## src/rtl/logic_gate_unit_if.sv

```systemverilog
// Operand, control and result bundle for the bitwise logic unit.
// Purely combinational wiring; no storage of its own.
// No backpressure: the source owns the valid/enable, the unit always accepts.
interface logic_gate_unit_if #(
    parameter int WIDTH     = 8,
    parameter int CNT_WIDTH = 8
);
    logic                 ena;
    logic [WIDTH-1:0]     a;
    logic [WIDTH-1:0]     b;
    logic [2:0]           op_in;
    logic                 op_load;
    logic                 valid_in;
    logic                 cnt_clr;
    logic [WIDTH-1:0]     y;
    logic                 valid_out;
    logic [2:0]           op_cur;
    logic [CNT_WIDTH-1:0] toggles;

    modport master (
        output ena, a, b, op_in, op_load, valid_in, cnt_clr,
        input  y, valid_out, op_cur, toggles
    );

    modport slave (
        input  ena, a, b, op_in, op_load, valid_in, cnt_clr,
        output y, valid_out, op_cur, toggles
    );
endinterface

```

## src/rtl/logic_gate_unit.sv

```systemverilog
// WIDTH-bit bitwise logic unit with loadable op, stallable output pipe and toggle counter.
// Latency: PIPE_STAGES cycles from sampled input to y/valid_out.
// No backpressure; ena=0 freezes every register (stall), inputs are accepted every enabled cycle.
module logic_gate_unit #(
    parameter int WIDTH       = 8,
    parameter int PIPE_STAGES = 1,
    parameter int CNT_WIDTH   = 8
) (
    input  logic               clk,
    input  logic               rst_n,
    logic_gate_unit_if.slave   bus
);
    localparam int LAST = PIPE_STAGES - 1;
    localparam int PW   = $clog2(WIDTH + 1);
    localparam int SW   = CNT_WIDTH + PW + 1;
    localparam logic [CNT_WIDTH-1:0] CNT_MAX = '1;

    logic [2:0]             op_q;
    logic [WIDTH-1:0]       res;
    logic [PIPE_STAGES-1:0] vld_q;
    logic [WIDTH-1:0]       dat_q   [PIPE_STAGES];
    logic [PIPE_STAGES-1:0] nxt_vld;
    logic [WIDTH-1:0]       nxt_dat [PIPE_STAGES];
    logic [CNT_WIDTH-1:0]   cnt_q;
    logic [CNT_WIDTH-1:0]   cnt_sat;
    logic [WIDTH-1:0]       diff;
    logic [PW-1:0]          pc;
    logic [SW-1:0]          sum;

    // Bitwise operation selected by the current (already registered) op.
    always_comb begin
        res = '0;
        case (op_q)
            3'd0:    res = ~bus.a;
            3'd1:    res = bus.a & bus.b;
            3'd2:    res = bus.a | bus.b;
            3'd3:    res = bus.a ^ bus.b;
            3'd4:    res = ~(bus.a & bus.b);
            3'd5:    res = ~(bus.a | bus.b);
            3'd6:    res = ~(bus.a ^ bus.b);
            default: res = bus.a;
        endcase
    end

    // Values each stage would capture on an enabled edge.
    always_comb begin
        nxt_vld = '0;
        for (int k = 0; k < PIPE_STAGES; k++) nxt_dat[k] = '0;
        nxt_vld[0] = bus.valid_in;
        nxt_dat[0] = res;
        for (int k = 1; k < PIPE_STAGES; k++) begin
            nxt_vld[k] = vld_q[k-1];
            nxt_dat[k] = dat_q[k-1];
        end
    end

    // Toggle increment for a valid write into the output stage, saturating.
    always_comb begin
        diff = nxt_dat[LAST] ^ dat_q[LAST];
        pc   = '0;
        for (int i = 0; i < WIDTH; i++) pc = pc + PW'(diff[i]);
        sum     = SW'(cnt_q) + SW'(pc);
        cnt_sat = (sum > SW'(CNT_MAX)) ? CNT_MAX : sum[CNT_WIDTH-1:0];
    end

    // State update: reset wins, otherwise everything advances only when enabled.
    // A stage's data register is only written by a valid entry, so y holds across bubbles.
    always_ff @(posedge clk) begin
        if (!rst_n) begin
            op_q  <= 3'd0;
            vld_q <= '0;
            for (int k = 0; k < PIPE_STAGES; k++) dat_q[k] <= '0;
            cnt_q <= '0;
        end else if (bus.ena) begin
            if (bus.op_load) op_q <= bus.op_in;
            vld_q <= nxt_vld;
            for (int k = 0; k < PIPE_STAGES; k++) begin
                if (nxt_vld[k]) dat_q[k] <= nxt_dat[k];
            end
            if (bus.cnt_clr)        cnt_q <= '0;
            else if (nxt_vld[LAST]) cnt_q <= cnt_sat;
        end
    end

    assign bus.y         = dat_q[LAST];
    assign bus.valid_out = vld_q[LAST];
    assign bus.op_cur    = op_q;
    assign bus.toggles   = cnt_q;
endmodule

```

## src/flat_wrapper.sv

```systemverilog
// flat-port wrapper written by rule: the top's interface ports become plain ports
module logic_gate_unit_flat 
#(
    parameter int WIDTH       = 8,
    parameter int PIPE_STAGES = 1,
    parameter int CNT_WIDTH   = 8
)
  (clk, rst_n, bus_ena, bus_a, bus_b, bus_op_in, bus_op_load, bus_valid_in, bus_cnt_clr, bus_y, bus_valid_out, bus_op_cur, bus_toggles);
  logic_gate_unit_if #(.WIDTH(WIDTH), .CNT_WIDTH(CNT_WIDTH)) bus_i ();
  input  logic clk;
  input  logic rst_n;
  input wire logic [$bits(bus_i.ena)-1:0] bus_ena;
  input wire logic [$bits(bus_i.a)-1:0] bus_a;
  input wire logic [$bits(bus_i.b)-1:0] bus_b;
  input wire logic [$bits(bus_i.op_in)-1:0] bus_op_in;
  input wire logic [$bits(bus_i.op_load)-1:0] bus_op_load;
  input wire logic [$bits(bus_i.valid_in)-1:0] bus_valid_in;
  input wire logic [$bits(bus_i.cnt_clr)-1:0] bus_cnt_clr;
  output wire logic [$bits(bus_i.y)-1:0] bus_y;
  output wire logic [$bits(bus_i.valid_out)-1:0] bus_valid_out;
  output wire logic [$bits(bus_i.op_cur)-1:0] bus_op_cur;
  output wire logic [$bits(bus_i.toggles)-1:0] bus_toggles;
  assign bus_i.ena = bus_ena;
  assign bus_i.a = bus_a;
  assign bus_i.b = bus_b;
  assign bus_i.op_in = bus_op_in;
  assign bus_i.op_load = bus_op_load;
  assign bus_i.valid_in = bus_valid_in;
  assign bus_i.cnt_clr = bus_cnt_clr;
  assign bus_y = bus_i.y;
  assign bus_valid_out = bus_i.valid_out;
  assign bus_op_cur = bus_i.op_cur;
  assign bus_toggles = bus_i.toggles;
  logic_gate_unit #(.WIDTH(WIDTH), .PIPE_STAGES(PIPE_STAGES), .CNT_WIDTH(CNT_WIDTH)) u_core (.clk(clk), .rst_n(rst_n), .bus(bus_i));
endmodule
```

## config.mk

```make
export PLATFORM = sky130hd
export DESIGN_NAME = logic_gate_unit_flat
export DESIGN_NICKNAME = d
export VERILOG_FILES = /design/src/rtl/logic_gate_unit_if.sv /design/src/rtl/logic_gate_unit.sv /design/src/flat_wrapper.sv
export SDC_FILE = /design/constraint.sdc
export NUM_CORES = 1
export LEC_CHECK = 0
export ABC_AREA = 0
export CORE_AREA = 2 2 73 89
export DETAILED_ROUTE_END_ITERATION = 8
export DIE_AREA = 0 0 75 91
export HOLD_SLACK_MARGIN = 0.1
export PLACE_DENSITY = 0.67
export SETUP_SLACK_MARGIN = 0.02
export SYNTH_ARGS = -nofsm -noshare
export SYNTH_HDL_FRONTEND = slang
export SYNTH_SLANG_ARGS = --single-unit
```

## constraint.sdc

```tcl
create_clock -name clk -period 9.75 [get_ports clk]
set_clock_uncertainty 0.05 [all_clocks]
set_input_delay 2.925 -clock clk [delete_from_list [all_inputs] [get_ports clk]]
set_output_delay 2.925 -clock clk [all_outputs]
set_load 0.05 [all_outputs]
```

==> results_dict.tcl, run 1 <==
set metrics [dict create \
    num_rows 31 \
    drtIter0Drc 74 \
    routed_wl_um 4280 \
    hold_violations 0 \
    start_util 0.346 \
    cts-root-buf "clkbuf_8" \
    hp-class "flop to flop" \
    dp_slack_ns 1.25 \
    ys_top_cells_by_area "ha_1 (14%), dfxtp_1 (12%), edfxtp_1 (12%)" \
    max-vdd-ir-drop_mv 0.0661 \
    syn_inst 228 \
    p_per_area_nw_per_um2 145 \
    cp-start-kind "input port" \
    grt_use_met2 0.227 \
    cts_max_path_buffers 2 \
    final_max_slew_viol_count 0 \
    synth_seq_cells 20 \
    tightest_slew_ns 0.797 \
    grt.overflow.total 0 \
    fp.dieW_um 75 \
    ys_seq_area_frac 0.234 \
    power_uw 376 \
    min_from "u_core.bus.valid_out" \
    synthTopCellsByCount "inv_1 (31), ha_1 (23), nand2_1 (21)" \
    portBuffers 44 \
    wire_per_inst_um 12.2 \
    syn-num-nets 281 \
    vias 1770 \
    syn2layout_area_growth_pct 26.7 \
    die_area_um2 6830 \
    crit_fanout 4 \
    synth_most_common_cell "inv_1" \
    antenna_cells 0 \
    grt_pass1_vias 1726 \
    final_cells 350 \
    synth_area_um2 2050 \
    drt_pass1_iterations 4 \
    cts_tree "yes" \
    synth-edff-count 8 \
    core_area_um2 5930 \
    dp_cells 346 \
    antenna_found_initial 0 \
    synth_area_leader_cell "ha_1" \
    cp.required_ns 9.88 \
    cts_resized 0 \
    yosysWarnings 0 \
    rsz0062_at_grt "false" \
    fin_crit_ns 8.26 \
    leakage_nw 1.03 \
    end_kind "flop" \
    post-cts-setup-buffer-count 0 \
    utilization 0.438 \
    synth_flop_cell "dfxtp_1" \
    die_h_um 91 \
    worst_slack_ns 1.49 \
    slew_headroom 0.468 \
    cts_sinks 20 \
    htreeDepth 1 \
    place_congestion 0.829 \
    grt_pass1_wl_um 7650 \
    startpoint "bus_a[0]" \
    regArea_um2 480 \
    multiInputGateArea_um2 1380 \
    drtAntennaViolNets 0 \
    cts_buffers 3 \
    top_usage_layer "met2" \
    hpwl_um 3440 \
    synth_area_per_cell_um2 9.00 \
    nets 322 \
    synth_top_area_frac 0.140 \
    crit_arrival_ns 8.39 \
    use_met3 0.0111 \
    clock_latency_ns 0.27 \
    io_pins 45 \
    grt_max_degree 36 \
    hold_buffers 0 \
    reg2reg_from "u_core.bus.op_cur[1]" \
    vias_per_cell 5.06 \
    fill_cells 569 \
    max_freq_ghz 0.121 \
    post-route-period-util 0.847 \
    timing.setup.tns_ns 0 \
    setup_viol_count_final 0 \
    drv_cap 0 \
    grt_use_met1 0.186 \
    ys_async_sr_fraction 0 \
    critPathKind "input port to flop" \
    placed_cell_area_um2 2530 \
    fin_area_um2 2600 \
    status "finished clean" \
    clk_pin_slew_worst_paths_ns 0.08 \
    whs_ns 0.432 \
    drive_above_1_share 0.0821 \
    route.detailed.drc 0 \
    grt_use_total 0.137 \
    netlist-cell-type-count 50 \
]
-- metal layers --
| metal | routed length [µm] | vias up |
|---|---|---|
| li1 | - | 893 |
| met1 | 1970 | 828 |
| met2 | 2110 | 44 |
| met3 | 143 | 5 |
| met4 | 63 | 0 |
| met5 | 0 | - |
-- worst max-delay path, stage by stage --
cell	delay, ns
clkdlybuf4s50_1	0.51
inv_1	0.08
ha_1	0.19
or4b_1	0.47
o221a_2	0.15
a22oi_2	0.13
o21ai_2	0.08
xnor2_1	0.14
ha_1	0.32
fa_1	0.53
inv_1	0.05
fa_1	0.50
fa_1	0.47
fa_1	0.55
inv_1	0.06
ha_1	0.26
a21oi_1	0.08
o21ai_0	0.47
a41oi_1	0.19
a311oi_1	0.23
-- cell families after synthesis --
family	after synthesis	synth area share
buf+inv	41	0.0921
simple gates	58	0.137
flops	20	0.234
compound gates	56	0.191
xor+xnor	11	0.0470
mux	14	0.110
fa+ha+maj	28	0.189
-- area by class of cell --
type,count,area share
clock buffers,4,0.0255
inverters,32,0.0462
multi-input cells,167,0.532
flip-flops and latches,20,0.185
well taps,82,0.0395
repair buffers,45,0.172
-- state kept, by name, indices dropped and copies added, names as in the netlist --
name,count
u_core.bus.toggles,8
u_core.dat_q,8
u_core.bus.op_cur,3
u_core.bus.valid_out,1
-- path summary, 6_finish.rpt --
check	end	slack, ns	cells after the start
max	u_core.bus.toggles[7]	1.49	20
min	u_core.bus.valid_out	0.43	2
max reg2reg	u_core.bus.toggles[7]	4.05	17
min reg2reg	u_core.bus.valid_out	0.43	2
-- cells in the final DEF, fill, tap and decap left out, types with 4 or more instances in the layout --
cell	instances
mux4_2	5
ha_1	23
a21oi_1	14
nor2_1	15
mux2i_1	5
a31oi_1	4
dfxtp_1	12
xor2_1	4
nand2_1	21
clkdlybuf4s50_1	44
xnor2_1	7
edfxtp_1	8
nand3_1	5
fa_1	5
o21ai_0	8
inv_1	31
-- where the power goes --
part | switching, mW | internal, mW
Clock | 0.0303 | 0.0446
Combinational | 0.111 | 0.0912
Sequential | 0.00639 | 0.0931
Total | 0.147 | 0.229
No activity file was read; power rests on OpenSTA's default activity.
==> run 2: changes to the inputs <==
PLACE_DENSITY = 0.69   (was 0.67)
clock period = 7.2 ns   (was 9.75 ns; I/O delays follow)
==> results_dict.tcl, run 2 (synthesized netlist as in run 1, its figures left out) <==
set metrics [dict create \
    grt_use_total 0.140 \
    max-vdd-ir-drop_mv 0.0839 \
    cts_max_path_buffers 2 \
    grt.overflow.total 0 \
    hp-class "flop to flop" \
    hpwl_um 3640 \
    status "finished clean" \
    drtIter0Drc 52 \
    cp.required_ns 7.32 \
    end_kind "flop" \
    utilization 0.466 \
    nets 332 \
    final_common_cell "clkdlybuf4s50_1" \
    whs_ns 0.431 \
    crit_arrival_ns 7.10 \
    regToRegSetupSlack_ns 1.60 \
    portBuffers 44 \
    syn2layout_area_growth_pct 34.9 \
    drv_cap 0 \
    fin_crit_ns 6.98 \
    cp-start-kind "input port" \
    setup_viol_count_final 0 \
    critPathKind "input port to flop" \
    fill_cells 581 \
    die_area_um2 6830 \
    antenna_cells 0 \
    rsz0062_at_grt "false" \
    die_h_um 91 \
    post-route-period-util 0.969 \
    hold_buffers 0 \
    timing.setup.tns_ns 0 \
    start_util 0.346 \
    vias 1837 \
    holdPathStages 2 \
    p_per_area_nw_per_um2 205 \
    dp_slack_ns -0.465 \
    max_freq_ghz 0.143 \
    cts-root-buf "clkbuf_8" \
    vias_per_cell 5.10 \
    hold_violations 0 \
    grt_pass1_vias 1752 \
    leakage_nw 1.13 \
    wire_per_inst_um 13.2 \
    min_from "u_core.bus.valid_out" \
    ff2ff_path_depth 18 \
    critical_path.reg2reg.endpoint "u_core.bus.toggles[4]" \
    cts_tree "yes" \
    route.detailed.drc 0 \
    drive_above_1_share 0.176 \
    grt_max_degree 25 \
    reg2reg_from "u_core.bus.op_cur[1]" \
    final_max_slew_viol_count 0 \
    fp.dieW_um 75 \
    io_pins 45 \
    crit_fanout 3 \
    slew_headroom 0.428 \
    routed_wl_um 4730 \
    power_uw 566 \
    worst_slack_ns 0.225 \
    holdPathEnd "u_core.bus.valid_out" \
    drtAntennaViolNets 0 \
    num_rows 31 \
    tightest_slew_ns 0.857 \
    clock_latency_ns 0.27 \
    final_cell_mix "clkdlybuf4s50_1 (40), inv_1 (29), ha_1 (21), nand2_1 (20), nor2_1 (15)" \
    htreeDepth 1 \
    antenna_found_initial 0 \
    grt_pass1_wl_um 7800 \
    clk_pin_slew_worst_paths_ns 0.09 \
    core_area_um2 5930 \
    place_congestion 0.853 \
    drt_pass1_iterations 4 \
    cts_sinks 20 \
    cts_buffers 3 \
]
==> run 2: cell types whose count changed in the layout (fill, tap and decap cells not counted), sizes merged <==
cell / delta
clkdlybuf4s50: -4
dlymetal6s2s: +4
buf: +10
==> run 2: layout make-up <==
class | count | area, µm² | share of cell area
Tap cell | 82 | 103 | 0.0371
Clock buffer | 4 | 66.3 | 0.0240
Timing Repair Buffer | 55 | 533 | 0.193
Sequential cell | 20 | 480 | 0.174
Inverter | 32 | 120 | 0.0434
Multi-Input combinational cell | 167 | 1470 | 0.529
==> run 2: power breakdown <==
part           leakage [nW]  internal [mW]  total (mW)  switching [mW]
clock network        0.0339         0.0603       0.100          0.0398
logic                 0.914          0.159       0.329           0.170
registers             0.183          0.126       0.137          0.0109
total                  1.13          0.345       0.566           0.221
==> run 2: how the worst max path moves through the flow <==
| stage | startpoint | endpoint | slack, ns | cells past startpoint |
|---|---|---|---|---|
| after floorplan | bus_a[0] | u_core.bus.toggles[4] | 0.23 | 20 |
| after global placement | bus_b[0] | u_core.bus.toggles[3] | -0.40 | 20 |
| final | bus_b[0] | u_core.bus.toggles[4] | 0.22 | 21 |
| after detailed placement | bus_b[0] | u_core.bus.toggles[3] | -0.47 | 20 |
| after CTS | bus_b[0] | u_core.bus.toggles[4] | 0.03 | 21 |
| after global routing | bus_b[0] | u_core.bus.toggles[4] | 0.01 | 21 |
==> run 2: what timing repair did <==
item,CTS,global route
setup buffers,0,2
endpoints found under the setup margin,8,8
gates resized for setup,10,15
pin swaps,5,14
==> run 2: metal layers <==
metal	track usage	vias up	wire length (µm)
li1	-	918	-
met5	0	-	0
met2	0.243	32	2490
met4	0.0521	0	81
met3	0.0111	7	107
met1	0.176	880	2060
==> run 2: metrics by stage <==
step / std cells / cell area, µm²
floorplan: 228 / 2050
global placement: 354 / 2590
detailed placement: 354 / 2590
CTS: 358 / 2690
global route: 360 / 2770
finish: 360 / 2770
==> run 2: critical path, cell delays in order <==
cell and delay (ns):
dlymetal6s2s_1 0.11, inv_1 0.07, ha_2 0.18, or4b_1 0.53
o221a_4 0.14, a22oi_2 0.15, o21ai_2 0.10, xnor2_1 0.21
ha_1 0.28, fa_1 0.53, inv_1 0.05, fa_1 0.52
fa_2 0.43, fa_2 0.36, xnor2_2 0.14, ha_1 0.32
nor2b_2 0.17, o21ai_2 0.17, and2_4 0.19, nor2_1 0.04
o221a_2 0.25
==> RTL edit 1 (flow settings as in run 1) <==
`CNT_WIDTH` is set to 8 in 3 places; all go to 10.
--- a/src/rtl/logic_gate_unit_if.sv
+++ b/src/rtl/logic_gate_unit_if.sv
@@ -3,7 +3,7 @@
 // No backpressure: the source owns the valid/enable, the unit always accepts.
 interface logic_gate_unit_if #(
     parameter int WIDTH     = 8,
-    parameter int CNT_WIDTH = 8
+    parameter int CNT_WIDTH = 10
 );
     logic                 ena;
     logic [WIDTH-1:0]     a;
--- a/src/rtl/logic_gate_unit.sv
+++ b/src/rtl/logic_gate_unit.sv
@@ -4,7 +4,7 @@
 module logic_gate_unit #(
     parameter int WIDTH       = 8,
     parameter int PIPE_STAGES = 1,
-    parameter int CNT_WIDTH   = 8
+    parameter int CNT_WIDTH   = 10
 ) (
     input  logic               clk,
     input  logic               rst_n,
--- a/src/flat_wrapper.sv
+++ b/src/flat_wrapper.sv
@@ -3,7 +3,7 @@
 #(
     parameter int WIDTH       = 8,
     parameter int PIPE_STAGES = 1,
-    parameter int CNT_WIDTH   = 8
+    parameter int CNT_WIDTH   = 10
 )
   (clk, rst_n, bus_ena, bus_a, bus_b, bus_op_in, bus_op_load, bus_valid_in, bus_cnt_clr, bus_y, bus_valid_out, bus_op_cur, bus_toggles);
   logic_gate_unit_if #(.WIDTH(WIDTH), .CNT_WIDTH(CNT_WIDTH)) bus_i ();
Interface: changed (resized bus_toggles); port bits go from 45 to 47. No check against the original RTL was run, so the function may have changed too.
==> RTL edit 1 against run 1 <==
Worst setup slack lost 0.095 ns; largest cell class unchanged; maximum frequency shrank 1.1%; power shrank 2.9%; wire length shrank 0.98%; sequential cell count grew 2; design area grew 4.5%; highest routed layer unchanged; register-to-register slack lost 0.15 ns; critical path type unchanged; combinational power shrank 6%; critical path depth is the same; synthesized area grew 6.2%.
==> RTL edit 1: results (changes against run 1) <==
Power
  – Peak supply drop: 0.0742 mV (was 0.0661 mV)
  – Leak: 1.09 nW (was 1.03 nW)
  – Sw Ratio: 0.390 (was 0.392)
  – Logic pwr share: 0.516 (was 0.537)
  – Tot Pwr: 0.000365 W (was 0.000376 W)
  – Clock Power: 0.0000670 W (was 0.0000748 W)

Finish
  – Multi-input gates: 185 (was 167)
  – Synthesis-to-layout area growth: 24.7% (was 26.7%)
  – Seq/total area: 0.192 (was 0.185)
  – Clock-cell share: 0.0203 (was 0.0255)
  – Multi-input combinational cell area: 1470 um2 (was 1380 um2)
  – Inverters excl. clock: 28 (was 32)
  – Non-CTS buffers: 46 (was 45)
  – Final non-clock buffer share: 0.170 (was 0.172)
  – Cell Count, Final, Fillers Out: 367 (was 350)
  – Final Net Count: 339 (was 322)
  – Fillers: 592 (was 569)

Synth
  – Syn Inst Count: 246 (was 228)
  – Post-synth cell types: 47 (was 50)
  – Register bit total from synthesis: 22 (was 20)
  – Sequential-to-total area share from yosys stat: 0.239 (was 0.234)
  – Post-synth top cells: inv_1 (27), nand2_1 (26), ha_1 (23), o21ai_0 (20) (was inv_1 (31), ha_1 (23), nand2_1 (21), nor2_1 (15), a21oi_1 (14))
  – Synth Net Count: 299 (was 281)

Placement
  – I/O Buffers: 46 (was 44)
  – GPL Wtd Cong: 0.834 (was 0.829)
  – Dpl ws: 1.08 ns (was 1.25 ns)
  – Post-DP Area: 2660 um2 (was 2530 um2)

Global routing
  – Global-route wire length before repair: 7.37 mm (was 7.65 mm)
  – Pin count of the biggest net entering global routing: 54 (was 36)
  – Vias in the first global route: 1730 (was 1726)
  – GRT Total Usage: 0.133 (was 0.137)

Critical path
  – RR Startpoint: u_core.bus.op_cur[0] (was u_core.bus.op_cur[1])
  – Critical-path maximum fanout: 7 (was 4)
  – Flop2flop setup slack: 3.90 ns (was 4.05 ns)

Route
  – DR iter-0 viols: 67 (was 74)
  – Average wire per standard cell: 11.6 um (was 12.2 um)
  – Via Count: 1821 (was 1770)

Worst hold path
  – Hold Startpoint: u_core.bus.toggles[0] (was u_core.bus.valid_out)
  – Hold EP: u_core.bus.toggles[0] (was u_core.bus.valid_out)

STA
  – Worst-Margin Slew: 0.948 ns (was 0.797 ns)
  – F_max: 120 MHz (was 121 MHz)

Status
  – Outcome: completed (unchanged)
==> RTL edit 1: cell count changes in the layout (fill, tap and decap cells not counted), moves of 3 or more <==
cell      delta
o21ai_2      -3
xor2_1       -3
a21boi_0    +10
mux2i_1      +4
o221a_2      -3
o21ai_0     +12
nand3_1      +3
inv_1        -4
nand2_1      +5
a31oi_1      -3
and3_1       +3
==> RTL edit 1: cell families (layout without fill, tap and decap cells) <==
group                    Yosys count  in the layout  synth area share
AO/OA/AOI/OAI                     62             62             0.178
AND/OR/NAND/NOR                   66             66             0.145
buffers and inverters             39             78            0.0856
adder cells (fa/ha/maj)           28             28             0.178
multiplexers                      19             19             0.134
XOR/XNOR                          10             10            0.0402
flip-flops                        22             22             0.239
==> RTL edit 1: routing by layer <==
layer  vias up  share of wire  wire length [um]  global-route usage
li1        943              -                 -                   -
met1       845           0.46              1930               0.170
met2        31           0.51              2160               0.234
met3         2          0.029               124              0.0144
met4         0         0.0054                23              0.0298
met5         -              0                 0                   0
==> RTL edit 2 (flow settings as in run 1) <==
Without the edit above. Reset style: asynchronous (`rst_n`), changed in one clocked block.
--- a/src/rtl/logic_gate_unit.sv
+++ b/src/rtl/logic_gate_unit.sv
@@ -65,7 +65,7 @@
 
     // State update: reset wins, otherwise everything advances only when enabled.
     // A stage's data register is only written by a valid entry, so y holds across bubbles.
-    always_ff @(posedge clk) begin
+    always_ff @(posedge clk or negedge rst_n) begin
         if (!rst_n) begin
             op_q  <= 3'd0;
             vld_q <= '0;
Check against the original RTL: differs if rst_n is asserted again (counterexample within 4 cycles, from zero or initial values and one cycle with rst_n low); with rst_n held inactive, the same outputs for 10 cycles.
==> RTL edit 2 against run 1 <==
Hold slack better by 0.034 ns; synthesized area is 4.9% lower; design area is 3.4% lower; sequential cell count stayed put; wire length is 8.2% lower; worst setup slack worse by 0.073 ns; maximum frequency is 0.88% lower; critical endpoint is now u_core.bus.toggles[1].
Power is not compared: it rests on default switching activity, and its combinational part moved more than twofold at a synthesized area within 25%.
==> RTL edit 2: results (changes against run 1) <==
Status
  – Outcome: completed (unchanged)

Global routing
  – Pin count of the biggest net entering global routing: 28 (was 36)
  – Vias in the first global route: 1565 (was 1726)
  – GRT Total Usage: 0.124 (was 0.137)
  – Global-route wire length before repair: 6.80 mm (was 7.65 mm)

Synth
  – Post-synth top cells: inv_1 (30), ha_1 (23), nand2_1 (22), dfrtp_1 (20), o21ai_0 (17) (was inv_1 (31), ha_1 (23), nand2_1 (21), nor2_1 (15), a21oi_1 (14))
  – Adder-cell share of the synthesized area: 0.199 (was 0.189)
  – Post-synth cell types: 36 (was 50)
  – Synth Area in XOR/XNOR: 0.0494 (was 0.0470)
  – Most used DFF post-synth: dfrtp_1 (was dfxtp_1)
  – Compound-Gate Fraction of Synth Area: 0.143 (was 0.191)
  – Synth Net Count: 262 (was 281)
  – Async set-reset flop share out of synthesis: 1.00 (was 0)
  – Top post-synthesis cells by area: dfrtp_1 (26%), ha_1 (15%), mux4_2 (9.2%), inv_1 (5.8%), fa_1 (5.1%) (was ha_1 (14%), dfxtp_1 (12%), edfxtp_1 (12%), inv_1 (5.7%), mux4_2 (5.5%))
  – Sequential-to-total area share from yosys stat: 0.256 (was 0.234)
  – Post-synthesis mux area share: 0.172 (was 0.110)

Placement
  – Detailed Place HPWL: 3.30 mm (was 3.44 mm)
  – GPL Wtd Cong: 0.774 (was 0.829)
  – Post-DP Area: 2460 um2 (was 2530 um2)

Route
  – DR iter-0 viols: 60 (was 74)
  – Drt via density: 4.85 (was 5.06)
  – Average wire per standard cell: 11.9 um (was 12.2 um)

Clock network
  – CTS Buf Count: 3 (unchanged)
  – H-Tree Depth: 1 (unchanged)

Critical path
  – Max incr delay on CP: 0.54 ns
  – Critical-path maximum fanout: 5 (was 4)
  – Arrival time at the worst endpoint: 8.45 ns (was 8.39 ns)

Finish
  – Final Net Count: 303 (was 322)
  – Share of layout cells above drive strength 1: 0.0924 (was 0.0821)

STA
  – Slew HR: 0.365 (was 0.468)
  – Setup TNS: 0 ns (unchanged)
-- RTL edit 2: cell count changes after synthesis, moves of 5 or more --
cell,run 1,this run
dfrtp_1,0,20
o21ai_0,8,17
a21oi_1,14,7
edfxtp_1,8,0
dfxtp_1,12,0
mux2_2,2,8
nor2_1,15,10
-- RTL edit 2: power by group through the flow --
stage	registers, W	clock network [W]	logic, W
after global routing	0.000132	0.0000675	0.000643
after detailed placement	0.000130	0	0.000570
after global placement	0.000129	0	0.000554
after CTS	0.000128	0.0000648	0.000574
final	0.000128	0.0000633	0.000562
after floorplan	0.000177	0	0.000397
-- RTL edit 2: worst paths after layout --
check	startpoint	end	slack, ns	cells past startpoint
worst min-delay path	u_core.bus.toggles[2]	u_core.bus.toggles[2]	0.47	2
max in group asynchronous	rst_n	u_core.bus.y[3]	5.97	1
min in group asynchronous	rst_n	u_core.bus.toggles[3]	3.13	1
worst max register to register	u_core.bus.op_cur[2]	u_core.bus.toggles[1]	3.82	15
worst min register to register	u_core.bus.toggles[2]	u_core.bus.toggles[2]	0.47	2
worst max-delay path	bus_a[0]	u_core.bus.toggles[1]	1.42	18
-- RTL edit 2: cell type report --
class	instances	area (um2)
Sequential cell	20	500
Timing Repair Buffer	44	440
Fill cell	592	3420
Clock buffer	4	55.1
Multi-Input combinational cell	150	1300
Tap cell	82	103
Inverter	31	116
-- RTL edit 2: cells by family after synthesis --
logic type / after synthesis
multiplexers: 21
XOR/XNOR: 11
AO/OA/AOI/OAI: 45
adder cells (fa/ha/maj): 28
flip-flops: 20
buffers and inverters: 39
AND/OR/NAND/NOR: 45
-- RTL edit 2: through the flow --
stage / util / hold slack (ns) / worst slack [ns] / total power [W] / instances
after floorplan: - / 0.698 / 2.01 / 0.000574 / 209
after global placement: 0.414 / 0.450 / 1.24 / 0.000683 / 327
after detailed placement: 0.414 / 0.454 / 1.13 / 0.000700 / 327
after CTS: 0.423 / 0.476 / 1.41 / 0.000767 / 331
after global routing: 0.423 / 0.499 / 1.10 / 0.000843 / 331
final: 0.423 / 0.466 / 1.42 / 0.000753 / 331
-- RTL edit 2: layer usage --
metal	GRT usage	up-vias	part of all wire
met3	0.0166	4	0.033
met2	0.223	32	0.52
li1	-	800	-
met5	0	-	0
met1	0.152	770	0.44
met4	0.0313	0	0.012
-- RTL edit 2: worst max-delay path, delay by kind of cell --
family	cells	cell delay, ns
compound gates	3	0.69
simple gates	2	0.19
fa+ha+maj	7	3.09
buf+inv	3	0.62
xor+xnor	1	0.15
mux	2	0.78
